<file path="src/rtl/instr_fetch_pkg.sv">
// Shared definitions for the instruction-fetch stage (package fetch_pkg).
// Optional build macro: FETCH_ALIGN_CHECK_EN (misaligned redirect targets raise fetch_fault).
package fetch_pkg;

    // Controller states: normal fetching, or waiting out a wrong-path request.
    typedef enum logic [0:0] {
        RUN   = 1'b0,
        DRAIN = 1'b1
    } fetch_state_e;

    // Flat state constants used by the state register.
    localparam logic [0:0] ST_RUN   = RUN;
    localparam logic [0:0] ST_DRAIN = DRAIN;

    // Redirect kind codes from the decoder.
    localparam logic [1:0] RK_NONE = 2'b00;
    localparam logic [1:0] RK_BR   = 2'b01;
    localparam logic [1:0] RK_J    = 2'b10;
    localparam logic [1:0] RK_JR   = 2'b11;

    // First PC fetched after reset unless overridden.
    localparam logic [31:0] DEFAULT_RESET_PC = 32'h0000_0000;

    // Sequential PC increment (one word).
    localparam logic [31:0] PC_STEP = 32'd4;

endpackage

</file>
<file path="src/rtl/instr_fetch_if.sv">
// Bundle of the fetch stage's memory bus and decoder handshake.
// Optional build macro: FETCH_ALIGN_CHECK_EN adds the fetch_fault signal.
interface instr_fetch_if #(
    parameter int ADDR_W = 32
);
    logic              imem_req;
    logic [ADDR_W-1:0] imem_addr;
    logic              imem_ack;
    logic [31:0]       imem_rdata;

    logic              inst_valid;
    logic              inst_ready;
    logic [31:0]       inst_out;
    logic [ADDR_W-1:0] inst_pc;

    logic              redirect;
    logic [1:0]        redirect_kind;
    logic [15:0]       br_offset;
    logic [25:0]       j_index;
    logic [ADDR_W-1:0] jr_addr;
`ifdef FETCH_ALIGN_CHECK_EN
    logic              fetch_fault;
`endif

    // Fetch stage side.
    modport master (
        output imem_req, imem_addr, inst_valid, inst_out, inst_pc,
        input  imem_ack, imem_rdata, inst_ready,
               redirect, redirect_kind, br_offset, j_index, jr_addr
`ifdef FETCH_ALIGN_CHECK_EN
        , output fetch_fault
`endif
    );

    // Memory/decoder side.
    modport slave (
        input  imem_req, imem_addr, inst_valid, inst_out, inst_pc,
        output imem_ack, imem_rdata, inst_ready,
               redirect, redirect_kind, br_offset, j_index, jr_addr
`ifdef FETCH_ALIGN_CHECK_EN
        , input fetch_fault
`endif
    );

endinterface

</file>
<file path="src/rtl/instr_fetch_next_pc_calc.sv">
// Combinational redirect-target calculator for branch, jump and jr.
module next_pc_calc
    import fetch_pkg::*;
#(
    parameter int ADDR_W = 32
) (
    input  logic [ADDR_W-1:0] inst_pc_i,
    input  logic [1:0]        redirect_kind_i,
    input  logic [15:0]       br_offset_i,
    input  logic [25:0]       j_index_i,
    input  logic [ADDR_W-1:0] jr_addr_i,
    output logic [ADDR_W-1:0] target_o
);

    logic [ADDR_W-1:0] seq_pc_s;
    logic [ADDR_W-1:0] br_disp_s;

    assign seq_pc_s  = inst_pc_i + ADDR_W'(PC_STEP);
    assign br_disp_s = {{(ADDR_W-18){br_offset_i[15]}}, br_offset_i, 2'b00};

    // Select the redirect target; branch and jump are relative to the delay-slot PC.
    always_comb begin
        target_o = seq_pc_s;
        case (redirect_kind_i)
            RK_BR:   target_o = seq_pc_s + br_disp_s;
            RK_J:    target_o = {seq_pc_s[ADDR_W-1:28], j_index_i, 2'b00};
            RK_JR:   target_o = jr_addr_i;
            default: target_o = seq_pc_s;
        endcase
    end

endmodule

</file>
<file path="src/rtl/instr_fetch.sv">
// Instruction-fetch stage: owns the PC, issues one outstanding memory read,
// presents instructions to the decoder and discards wrong-path data on redirects.
// Optional build macro: FETCH_ALIGN_CHECK_EN (misaligned targets halt the stage
// and raise a sticky fetch_fault; otherwise target bits [1:0] are cleared).
module instr_fetch
    import fetch_pkg::*;
#(
    parameter int                ADDR_W   = 32,
    parameter logic [ADDR_W-1:0] RESET_PC = ADDR_W'(DEFAULT_RESET_PC)
) (
    input  logic          clk,
    input  logic          reset_n,
    instr_fetch_if.master bus
);

    logic [0:0]        state_q,      state_d;
    logic [ADDR_W-1:0] fetch_pc_q,   fetch_pc_d;
    logic [ADDR_W-1:0] target_q,     target_d;
    logic              inst_valid_q, inst_valid_d;
    logic [31:0]       inst_out_q,   inst_out_d;
    logic [ADDR_W-1:0] inst_pc_q,    inst_pc_d;
    logic              pending_q,    pending_d;
    logic              run_q;
    logic              halt_s;

    logic              slot_free_s;
    logic              accept_s;
    logic              redir_s;
    logic              req_s;
    logic [ADDR_W-1:0] target_s;
    logic [ADDR_W-1:0] target_fix_s;

    assign slot_free_s = !inst_valid_q || bus.inst_ready;
    assign accept_s    = inst_valid_q && bus.inst_ready;
    assign redir_s     = accept_s && bus.redirect && (bus.redirect_kind != RK_NONE);

    next_pc_calc #(.ADDR_W(ADDR_W)) u_next_pc_calc (
        .inst_pc_i       (inst_pc_q),
        .redirect_kind_i (bus.redirect_kind),
        .br_offset_i     (bus.br_offset),
        .j_index_i       (bus.j_index),
        .jr_addr_i       (bus.jr_addr),
        .target_o        (target_s)
    );

`ifdef FETCH_ALIGN_CHECK_EN
    logic fault_q;
    logic fault_d;
    assign target_fix_s    = target_s;
    assign fault_d         = fault_q || (redir_s && (target_s[1:0] != 2'b00));
    assign halt_s          = fault_q;
    assign bus.fetch_fault = fault_q;

    // Sticky misalignment fault, cleared only by reset.
    always_ff @(posedge clk or negedge reset_n) begin
        if (!reset_n) begin
            fault_q <= 1'b0;
        end else begin
            fault_q <= fault_d;
        end
    end
`else
    assign target_fix_s = target_s & {{(ADDR_W-2){1'b1}}, 2'b00};
    assign halt_s       = 1'b0;
`endif

    // Request generation: a held request stays up until acked; DRAIN always finishes.
    always_comb begin
        if (!run_q) begin
            req_s = 1'b0;
        end else if (state_q == ST_DRAIN) begin
            req_s = 1'b1;
        end else if (halt_s) begin
            req_s = 1'b0;
        end else begin
            req_s = slot_free_s || pending_q;
        end
    end

    // Next-state logic for the PC, output slot and drain controller.
    always_comb begin
        state_d      = state_q;
        fetch_pc_d   = fetch_pc_q;
        target_d     = target_q;
        inst_valid_d = inst_valid_q;
        inst_out_d   = inst_out_q;
        inst_pc_d    = inst_pc_q;
        pending_d    = pending_q;
        case (state_q)
            ST_RUN: begin
                if (redir_s) begin
                    inst_valid_d = 1'b0;
                    if (req_s && !bus.imem_ack) begin
                        state_d   = ST_DRAIN;
                        target_d  = target_fix_s;
                        pending_d = 1'b1;
                    end else begin
                        fetch_pc_d = target_fix_s;
                        pending_d  = 1'b0;
                    end
                end else if (req_s && bus.imem_ack) begin
                    inst_out_d   = bus.imem_rdata;
                    inst_pc_d    = fetch_pc_q;
                    inst_valid_d = 1'b1;
                    fetch_pc_d   = fetch_pc_q + ADDR_W'(PC_STEP);
                    pending_d    = 1'b0;
                end else begin
                    if (accept_s) begin
                        inst_valid_d = 1'b0;
                    end else begin
                        inst_valid_d = inst_valid_q;
                    end
                    pending_d = req_s;
                end
            end
            ST_DRAIN: begin
                inst_valid_d = 1'b0;
                if (bus.imem_ack) begin
                    state_d    = ST_RUN;
                    fetch_pc_d = target_q;
                    pending_d  = 1'b0;
                end else begin
                    pending_d = 1'b1;
                end
            end
            default: begin
                state_d      = ST_RUN;
                inst_valid_d = 1'b0;
                pending_d    = 1'b0;
            end
        endcase
    end

    // Run enable: keeps the memory request low until the first cycle after reset.
    always_ff @(posedge clk or negedge reset_n) begin
        if (!reset_n) begin
            run_q <= 1'b0;
        end else begin
            run_q <= 1'b1;
        end
    end

    // Fetch state registers.
    always_ff @(posedge clk or negedge reset_n) begin
        if (!reset_n) begin
            state_q      <= ST_RUN;
            fetch_pc_q   <= RESET_PC;
            target_q     <= {ADDR_W{1'b0}};
            inst_valid_q <= 1'b0;
            inst_out_q   <= 32'h0000_0000;
            inst_pc_q    <= {ADDR_W{1'b0}};
            pending_q    <= 1'b0;
        end else begin
            state_q      <= state_d;
            fetch_pc_q   <= fetch_pc_d;
            target_q     <= target_d;
            inst_valid_q <= inst_valid_d;
            inst_out_q   <= inst_out_d;
            inst_pc_q    <= inst_pc_d;
            pending_q    <= pending_d;
        end
    end

    assign bus.imem_req   = req_s;
    assign bus.imem_addr  = fetch_pc_q;
    assign bus.inst_valid = inst_valid_q;
    assign bus.inst_out   = inst_out_q;
    assign bus.inst_pc    = inst_pc_q;

endmodule

</file>
<file path="src/flat_wrapper.sv">
// flat-port wrapper written by rule: the top's interface ports become plain ports
module instr_fetch_flat import fetch_pkg::*;
#(
    parameter int                ADDR_W   = 32,
    parameter logic [ADDR_W-1:0] RESET_PC = ADDR_W'(DEFAULT_RESET_PC)
)
  (clk, reset_n, bus_imem_req, bus_imem_addr, bus_inst_valid, bus_inst_out, bus_inst_pc, bus_imem_ack, bus_imem_rdata, bus_inst_ready, bus_redirect, bus_redirect_kind, bus_br_offset, bus_j_index, bus_jr_addr);
  instr_fetch_if #(.ADDR_W(ADDR_W)) bus_i ();
  input  logic clk;
  input  logic reset_n;
  output wire logic [$bits(bus_i.imem_req)-1:0] bus_imem_req;
  output wire logic [$bits(bus_i.imem_addr)-1:0] bus_imem_addr;
  output wire logic [$bits(bus_i.inst_valid)-1:0] bus_inst_valid;
  output wire logic [$bits(bus_i.inst_out)-1:0] bus_inst_out;
  output wire logic [$bits(bus_i.inst_pc)-1:0] bus_inst_pc;
  input wire logic [$bits(bus_i.imem_ack)-1:0] bus_imem_ack;
  input wire logic [$bits(bus_i.imem_rdata)-1:0] bus_imem_rdata;
  input wire logic [$bits(bus_i.inst_ready)-1:0] bus_inst_ready;
  input wire logic [$bits(bus_i.redirect)-1:0] bus_redirect;
  input wire logic [$bits(bus_i.redirect_kind)-1:0] bus_redirect_kind;
  input wire logic [$bits(bus_i.br_offset)-1:0] bus_br_offset;
  input wire logic [$bits(bus_i.j_index)-1:0] bus_j_index;
  input wire logic [$bits(bus_i.jr_addr)-1:0] bus_jr_addr;
  assign bus_imem_req = bus_i.imem_req;
  assign bus_imem_addr = bus_i.imem_addr;
  assign bus_inst_valid = bus_i.inst_valid;
  assign bus_inst_out = bus_i.inst_out;
  assign bus_inst_pc = bus_i.inst_pc;
  assign bus_i.imem_ack = bus_imem_ack;
  assign bus_i.imem_rdata = bus_imem_rdata;
  assign bus_i.inst_ready = bus_inst_ready;
  assign bus_i.redirect = bus_redirect;
  assign bus_i.redirect_kind = bus_redirect_kind;
  assign bus_i.br_offset = bus_br_offset;
  assign bus_i.j_index = bus_j_index;
  assign bus_i.jr_addr = bus_jr_addr;
  instr_fetch #(.ADDR_W(ADDR_W), .RESET_PC(RESET_PC)) u_core (.clk(clk), .reset_n(reset_n), .bus(bus_i));
endmodule
</file>
<file path="config.mk">
export PLATFORM = sky130hd
export DESIGN_NAME = instr_fetch_flat
export DESIGN_NICKNAME = d
export VERILOG_FILES = /design/src/rtl/instr_fetch_pkg.sv /design/src/rtl/instr_fetch_if.sv /design/src/rtl/instr_fetch_next_pc_calc.sv /design/src/rtl/instr_fetch.sv /design/src/flat_wrapper.sv
export SDC_FILE = /design/constraint.sdc
export NUM_CORES = 1
export LEC_CHECK = 0
export CELL_PAD_IN_SITES_DETAIL_PLACEMENT = 1
export CELL_PAD_IN_SITES_GLOBAL_PLACEMENT = 1
export CORE_MARGIN = 5
export CORE_UTILIZATION = 35
export CTS_BUF_LIST = sky130_fd_sc_hd__clkbuf_8
export DETAILED_ROUTE_END_ITERATION = 7
export MAX_ROUTING_LAYER = met4
export PLACE_DENSITY = 0.8
export RECOVER_POWER = 25
export SYNTH_ARGS = -nofsm -noshare
export SYNTH_HDL_FRONTEND = slang
export SYNTH_SLANG_ARGS = --single-unit
</file>
<file path="constraint.sdc">
create_clock -name clk -period 3.3 [get_ports clk]
set_input_delay 0.495 -clock clk [delete_from_list [all_inputs] [get_ports clk]]
set_output_delay 0.495 -clock clk [all_outputs]
set_load 0.03 [all_outputs]
</file>
==> flow_summary.toml, run 1 <==
[final_layout]
final_area_um2 = 14260
n_fill_cell = 2781
drive_above_1_share_pct = 36.15
n_antenna_cell = 0
final_common_cell = "clkdlybuf4s50_1"
final_cell_mix = "clkdlybuf4s50_1 (201), buf_4 (199), dfrtp_1 (114)"
nNetsFinal = 1521
utilization_pct = 56.97
syn_to_final_growth_pct = 61.09

[routing]
first_pass_iters = 5
vias_per_cell = 5.920
wl_per_cell_um = 24.78
vias = 10140
ant_nets = 0
drt-total-wl_um = 42450
first_iter_violations = 900
remaining_drc_errors = 0

[clock_network]
cts_buffer_depth = 2
clock_sinks = 126
cts_made_buffers = 17
ctsHtreeMaxLevel = 4
cts.hold.buffers_added = 0
cts-root-buf = "clkbuf_8"
cts_tree = "done"
clkLatencyLatePin_ns = 0.45
clk_pin_slew_ns = 0.08

[synth]
synthFlopType = "dfrtp_1"
yosysWarningCount = 0
yosysTopAreaCell = "dfrtp_1"
synth-edff-count = 0
avgSynthCellArea_um2 = 8.961
synth_area_leaders = "dfrtp_1 (36%), mux2_2 (8.8%), nand2_1 (5.3%), ha_1 (5.2%), a21oi_1 (4.3%)"
netlist_area_um2 = 8853
async_flop_share_pct = 100.0
syn_inst = 988
synth_top_area_share_pct = 35.61
seq_area_frac_synth_pct = 35.61
synth_seq_cells = 126
synth_cell_types = 77

[critical_path]
arrival_ns = 4.07
crit_type = "reg2reg"
cp_slowest_cell = "or3_1"
crit_path_frequent_cell = "buf_4"
rr_worst_depth = 17
cp-startpoint = "u_core.bus.inst_pc[7]"
max_stage_delay_ns = 0.42
start_kind = "flip-flop"
r2r-start = "u_core.bus.inst_pc[7]"
worstPathCellList = "nand4_1 -> buf_4 -> nor4bb_1 -> buf_4 -> buf_12 -> buf_4 -> nand3_4 -> xnor2_4 -> ha_4 -> a21oi_4 -> o21bai_4 -> nor3_2 -> mux2i_1 -> or3_1 -> a31oi_1 -> buf_4 -> o21ai_1"
cp_max_fo = 4
r2r-end = "u_core.target_q[31]"
crit_required_ns = 3.62
endpoint_kind = "flip-flop"
r2r_slack_ns = -0.45

[timing]
period_needed_ns = 3.754
rsz0062_at_grt = "true"
tightestPinTransition_ns = 1.369
final_max_slew_viol_count = 0
fmax_mhz = 266.4
period_share_pct = 113.8
timing.hold.ws_ns = 0.3298
slew_headroom_pct = 8.710
setup_slack_ns = -0.4539
hold_viol_final = 0
finalSetupViolCount = 34
finClkSkew_ns = 0.01430

[outcome]
status = "finished with violations"
violations = "negative setup slack"

[global_route]
grt_pass1_vias = 10600
overflow = 0
grt_start_max_net_pins = 53
track_usage_pct = 27.55
antenna_found_initial = 0
grt_pass1_wl_um = 60380

[place]
place.gp.congestion = 0.9292
pre_cts_ws_ns = -0.4057
dp_hpwl_um = 27600
place_area_um2 = 12370
portBuffers = 204

[run]
maxCapViolCount = 0

[power_and_ir_drop]
power_density_nw_per_um2 = 834.4
leakage_uw = 0.006022
peakVddDrop_mv = 0.5864

[die]
die_y_um = 169.0
start_util_pct = 35.36
dieArea_um2 = 28580
die_w_um = 169.0
pin_count = 211
rows = 58
coreArea_um2 = 25040

[hold_path]
hold_class = "in2async"
[critical path: cells and delay by family (launching register included)]
kind            cells  cell delay, ns
compound gates      4            0.62
xor+xnor            1            0.22
fa+ha+maj           1            0.25
buf+inv             5            0.86
flops               1            0.38
mux                 1            0.11
simple gates        5            1.17
[layer usage]
metal	up-vias	track usage, %	part of all wire (%)
met5	-	-	0
met4	0	9.450	5.2
met3	149	4.110	5.8
met2	495	47.69	50
met1	5132	32.86	39
li1	4365	-	-
[area by class of cell]
class / instances / area (um^2) / area share [%]
clock buffer: 24 / 330.3 / 2.316
tap: 330 / 412.9 / 2.895
timing repair buffer: 419 / 3712 / 26.03
inverter: 23 / 86.33 / 0.6053
multi-input combinational: 783 / 6441 / 45.16
clock inverter: 8 / 111.4 / 0.7808
sequential: 126 / 3168 / 22.21
[metrics by stage]
step / TNS (ns) / cells / power [uW]
finish: -9.312 / 1713 / 11900
global route: -13.43 / 1713 / 12440
CTS: -1.679 / 1696 / 10990
floorplan: -0.3733 / 991 / 5809
detailed placement: -8.188 / 1628 / 8824
global placement: -5.458 / 1628 / 8624
[sequential cells by signal, indices dropped and copies added, names as in the netlist]
name                   cells
u_core.target_q           30
u_core.bus.inst_out       32
u_core.bus.imem_addr      30
u_core.pending_q           1
u_core.state_q             1
u_core.run_q               1
u_core.bus.inst_valid      1
u_core.bus.inst_pc        30
[cells in the mapped netlist (3+ instances only)]
| master | number |
|---|---|
| buf_2 | 18 |
| nor2b_1 | 6 |
| inv_1 | 22 |
| nand2b_1 | 9 |
| dfrtp_1 | 126 |
| nor3_1 | 16 |
| or2_1 | 3 |
| a32oi_1 | 5 |
| a221o_1 | 8 |
| o21a_1 | 4 |
| mux4_2 | 8 |
| a41oi_1 | 4 |
| nand3_1 | 28 |
| nor4_1 | 5 |
| buf_4 | 6 |
| o21ai_1 | 8 |
| and4_1 | 7 |
| nand2_1 | 126 |
| nand4_1 | 20 |
| a21oi_1 | 76 |
| o211ai_1 | 4 |
| o21ai_0 | 55 |
| a31oi_1 | 7 |
| a211oi_1 | 5 |
| o21bai_1 | 6 |
| or3_1 | 11 |
| ha_1 | 37 |
| mux2_2 | 69 |
| nor2_1 | 71 |
| clkbuf_1 | 28 |
| xor2_1 | 28 |
| buf_1 | 7 |
| o221ai_1 | 6 |
| a21o_1 | 9 |
| o22ai_1 | 10 |
| a22oi_1 | 5 |
| xnor2_1 | 27 |
| o31ai_1 | 10 |
| mux2i_1 | 16 |
| a221oi_1 | 6 |
| and2_1 | 6 |
| and3_1 | 16 |
[report_power, final]
part / leakage, uW / switching, uW / total (uW) / internal (uW)
Sequential: 0.00152 / 630 / 2690 / 2060
Combinational: 0.00427 / 4090 / 7700 / 3610
Clock: 0.000239 / 633 / 1510 / 880
[worst max path at each step]
stage	end	slack, ns	depth (start not counted)
floorplan	u_core.bus.imem_addr[24]	-0.07	16
global placement	u_core.bus.imem_addr[26]	-0.30	14
detailed placement	u_core.bus.imem_addr[26]	-0.41	15
CTS	u_core.bus.imem_addr[28]	-0.17	16
global route	u_core.bus.imem_addr[24]	-0.56	18
finish	u_core.target_q[31]	-0.45	17
[repair_timing]
| item | CTS | global route |
|---|---|---|
| endpoints found under the setup margin | 38 | 43 |
| gates resized for setup | 109 | 103 |
| buffers inserted | 37 | 20 |
| pin swaps | 61 | 60 |
[cells by family (layout without fill, tap and decap cells)]
kind of cell	after synthesis	in the layout	synth area share, %
simple gates	339	339	18.33
compound gates	252	252	18.29
flops	126	126	35.61
mux	93	93	12.62
buf+inv	82	474	3.985
xor+xnor	56	56	5.625
fa+ha+maj	38	38	5.455
other cells	2	5	0.08483
No activity file was read; power rests on OpenSTA's default activity.
==> run 2, diff against run 1 <==
Settings changed: CORE_ASPECT_RATIO set to 0.5, MAX_ROUTING_LAYER met4 to unset.
==> run 2 against run 1 <==
Net effect: the run ends with max-capacitance violations, max-slew violations, negative setup slack left; flip-flop and latch count stayed put; setup slack improved by 0.077 ns; final cell count grew 1.3%; register-to-register slack gained 0.08 ns; clock power decreased by 7%; non-clock buffer count rose by 9; power increased by 2.0%; critical path depth down 2; clock skew is 0.0067 ns higher; sequential power rose by 1%; worst hold slack improved by 0.029 ns; critical path type unchanged; largest cell class unchanged.
==> flow_summary.toml, run 2 (synthesized netlist as in run 1, its figures left out) <==
[outcome]
status = "finished with violations"
violations = "max-capacitance violations, max-slew violations, negative setup slack"

[timing]
period_share_pct = 111.4
rsz0062_at_grt = "true"
fmax_mhz = 272.0
final_max_slew_viol_count = 63
slew_headroom_pct = -7.338
tightestPinTransition_ns = 1.610
finalSetupViolCount = 45
period_needed_ns = 3.677
setup_slack_ns = -0.3767
setup_tns_ns = -10.96
hold_viol_final = 0
finClkSkew_ns = 0.02104

[run]
maxCapViolCount = 1

[routing]
wl_per_cell_um = 26.14
vias = 10330
vias_per_cell = 5.950
first_iter_violations = 992
ant_nets = 0
drt-total-wl_um = 45370
remaining_drc_errors = 0
first_pass_iters = 5

[final_layout]
final_common_cell = "buf_4"
nNetsFinal = 1530
drive_above_1_share_pct = 36.64
final_cell_mix = "buf_4 (202), clkdlybuf4s50_1 (201), nand2_1 (114)"
n_fill_cell = 2777
utilization_pct = 57.41
syn_to_final_growth_pct = 62.32
finalNonFillerCells = 1736
n_antenna_cell = 0
largest_reg_flops = 32

[global_route]
overflow = 0
antenna_found_initial = 0
grt_pass1_vias = 10770
grt_start_max_net_pins = 63
grt_pass1_wl_um = 61500
track_usage_pct = 27.19

[clock_network]
cts_tree = "done"
cts_buffer_depth = 2
ctsHtreeMaxLevel = 4
clock_sinks = 126
clkLatencyLatePin_ns = 0.49
cts_made_buffers = 17
clk_pin_slew_ns = 0.10
cts-root-buf = "clkbuf_8"
cts.hold.buffers_added = 0

[critical_path]
crit_family = "compound AO/OA/AOI/OAI gates"
start_kind = "flip-flop"
cp_max_fo = 4
path_buf_inv = 2
crit_type = "reg2reg"
arrival_ns = 4.04
cp_slowest_cell = "dfrtp_2"
endpoint_kind = "flip-flop"
max_stage_delay_ns = 0.42
worstPathCellList = "ha_4 -> and4_4 -> buf_4 -> buf_6 -> nand4_1 -> xnor2_2 -> ha_4 -> nand2_4 -> or3_1 -> o211ai_1 -> nor2_4 -> o31ai_2 -> xor2_1 -> a221o_1 -> a221o_1"
crit_required_ns = 3.66

[place]
place.gp.congestion = 0.9219
place_inst = 1650
portBuffers = 204
dp_hpwl_um = 29220

[power_and_ir_drop]
peakVddDrop_mv = 0.5457
internal-power_uw = 6481
power_uw = 12140
p_sw_uw = 5655
seq_power_share_pct = 22.5
power_density_nw_per_um2 = 844.5
clockPowerShare_pct = 11.5
leakage_uw = 0.006069
power_frac_comb_pct = 66.0
swShare_pct = 46.60

[hold_path]
hold_class = "in2async"

[die]
rows = 41
coreArea_um2 = 25030
dieArea_um2 = 28770
pin_count = 211
die_w_um = 234.9
start_util_pct = 35.37
die_y_um = 122.5
run 2: cell types whose count changed in the layout (fill, tap and decap cells not counted), sizes merged:
cell,delta
buf,+9
clkbuf,-7
clkinvlp,+6
clkinv,+4
inv,-2
bufinv,-1
run 2: layout make-up:
class | count | area, um^2 | share of cell area [%]
multi-input cells | 783 | 6510 | 45.30
repair buffers | 428 | 3794 | 26.40
flip-flops and latches | 126 | 3169 | 22.05
well taps | 344 | 430.4 | 2.995
clock buffers | 17 | 234.0 | 1.628
clock inverters | 15 | 147.6 | 1.027
inverters | 23 | 86.33 | 0.6007
run 2: repair_timing:
action | 4_1_cts | 5_1_grt
setup buffers | 29 | 32
pin swaps | 70 | 66
endpoints found under the setup margin | 40 | 46
resized for setup | 124 | 101
run 2: path summary, 6_finish.rpt:
| path | startpoint | end | depth (start not counted) | slack, ns |
|---|---|---|---|---|
| setup / recovery | u_core.bus.inst_pc[2] | u_core.bus.imem_addr[17] | 15 | -0.38 |
| hold / removal | reset_n | u_core.bus.inst_pc[7] | 1 | 0.36 |
| setup reg to reg | u_core.bus.inst_pc[2] | u_core.bus.imem_addr[17] | 15 | -0.38 |
| hold reg to reg | u_core.target_q[3] | u_core.target_q[3] | 2 | 0.49 |
| max in group asynchronous | reset_n | u_core.bus.inst_out[22] | 2 | 0.63 |
| min in group clk | u_core.target_q[3] | u_core.target_q[3] | 2 | 0.49 |
run 2: stage by stage:
stage	setup WS [ns]	area [um^2]	hold slack, ns
final	-0.3767	14370	0.3586
after global routing	-0.4807	14370	0.4610
after CTS	-0.1446	13630	0.1069
after detailed placement	-0.3697	12450	0.4680
after global placement	-0.2514	12450	0.4512
after floorplan	-0.07360	8946	0.1994
run 2: power by group through the flow:
stage / clock (uW) / combinational [uW] / sequential (uW)
2_1_floorplan: 0 / 2480 / 3330
5_1_grt: 1470 / 8380 / 2770
4_1_cts: 1380 / 6890 / 2660
6_report: 1400 / 8010 / 2730
3_5_place_dp: 0 / 6230 / 2660
3_3_place_gp: 0 / 6030 / 2620
run 2: per-layer routing:
layer  vias up  GRT usage (%)  part of all wire [%]
met1      5200          32.76                    37
met4         0          12.39                   5.4
met5         -              0                     0
met2       555          47.74                    50
li1       4381              -                     -
met3       193          5.501                   7.2
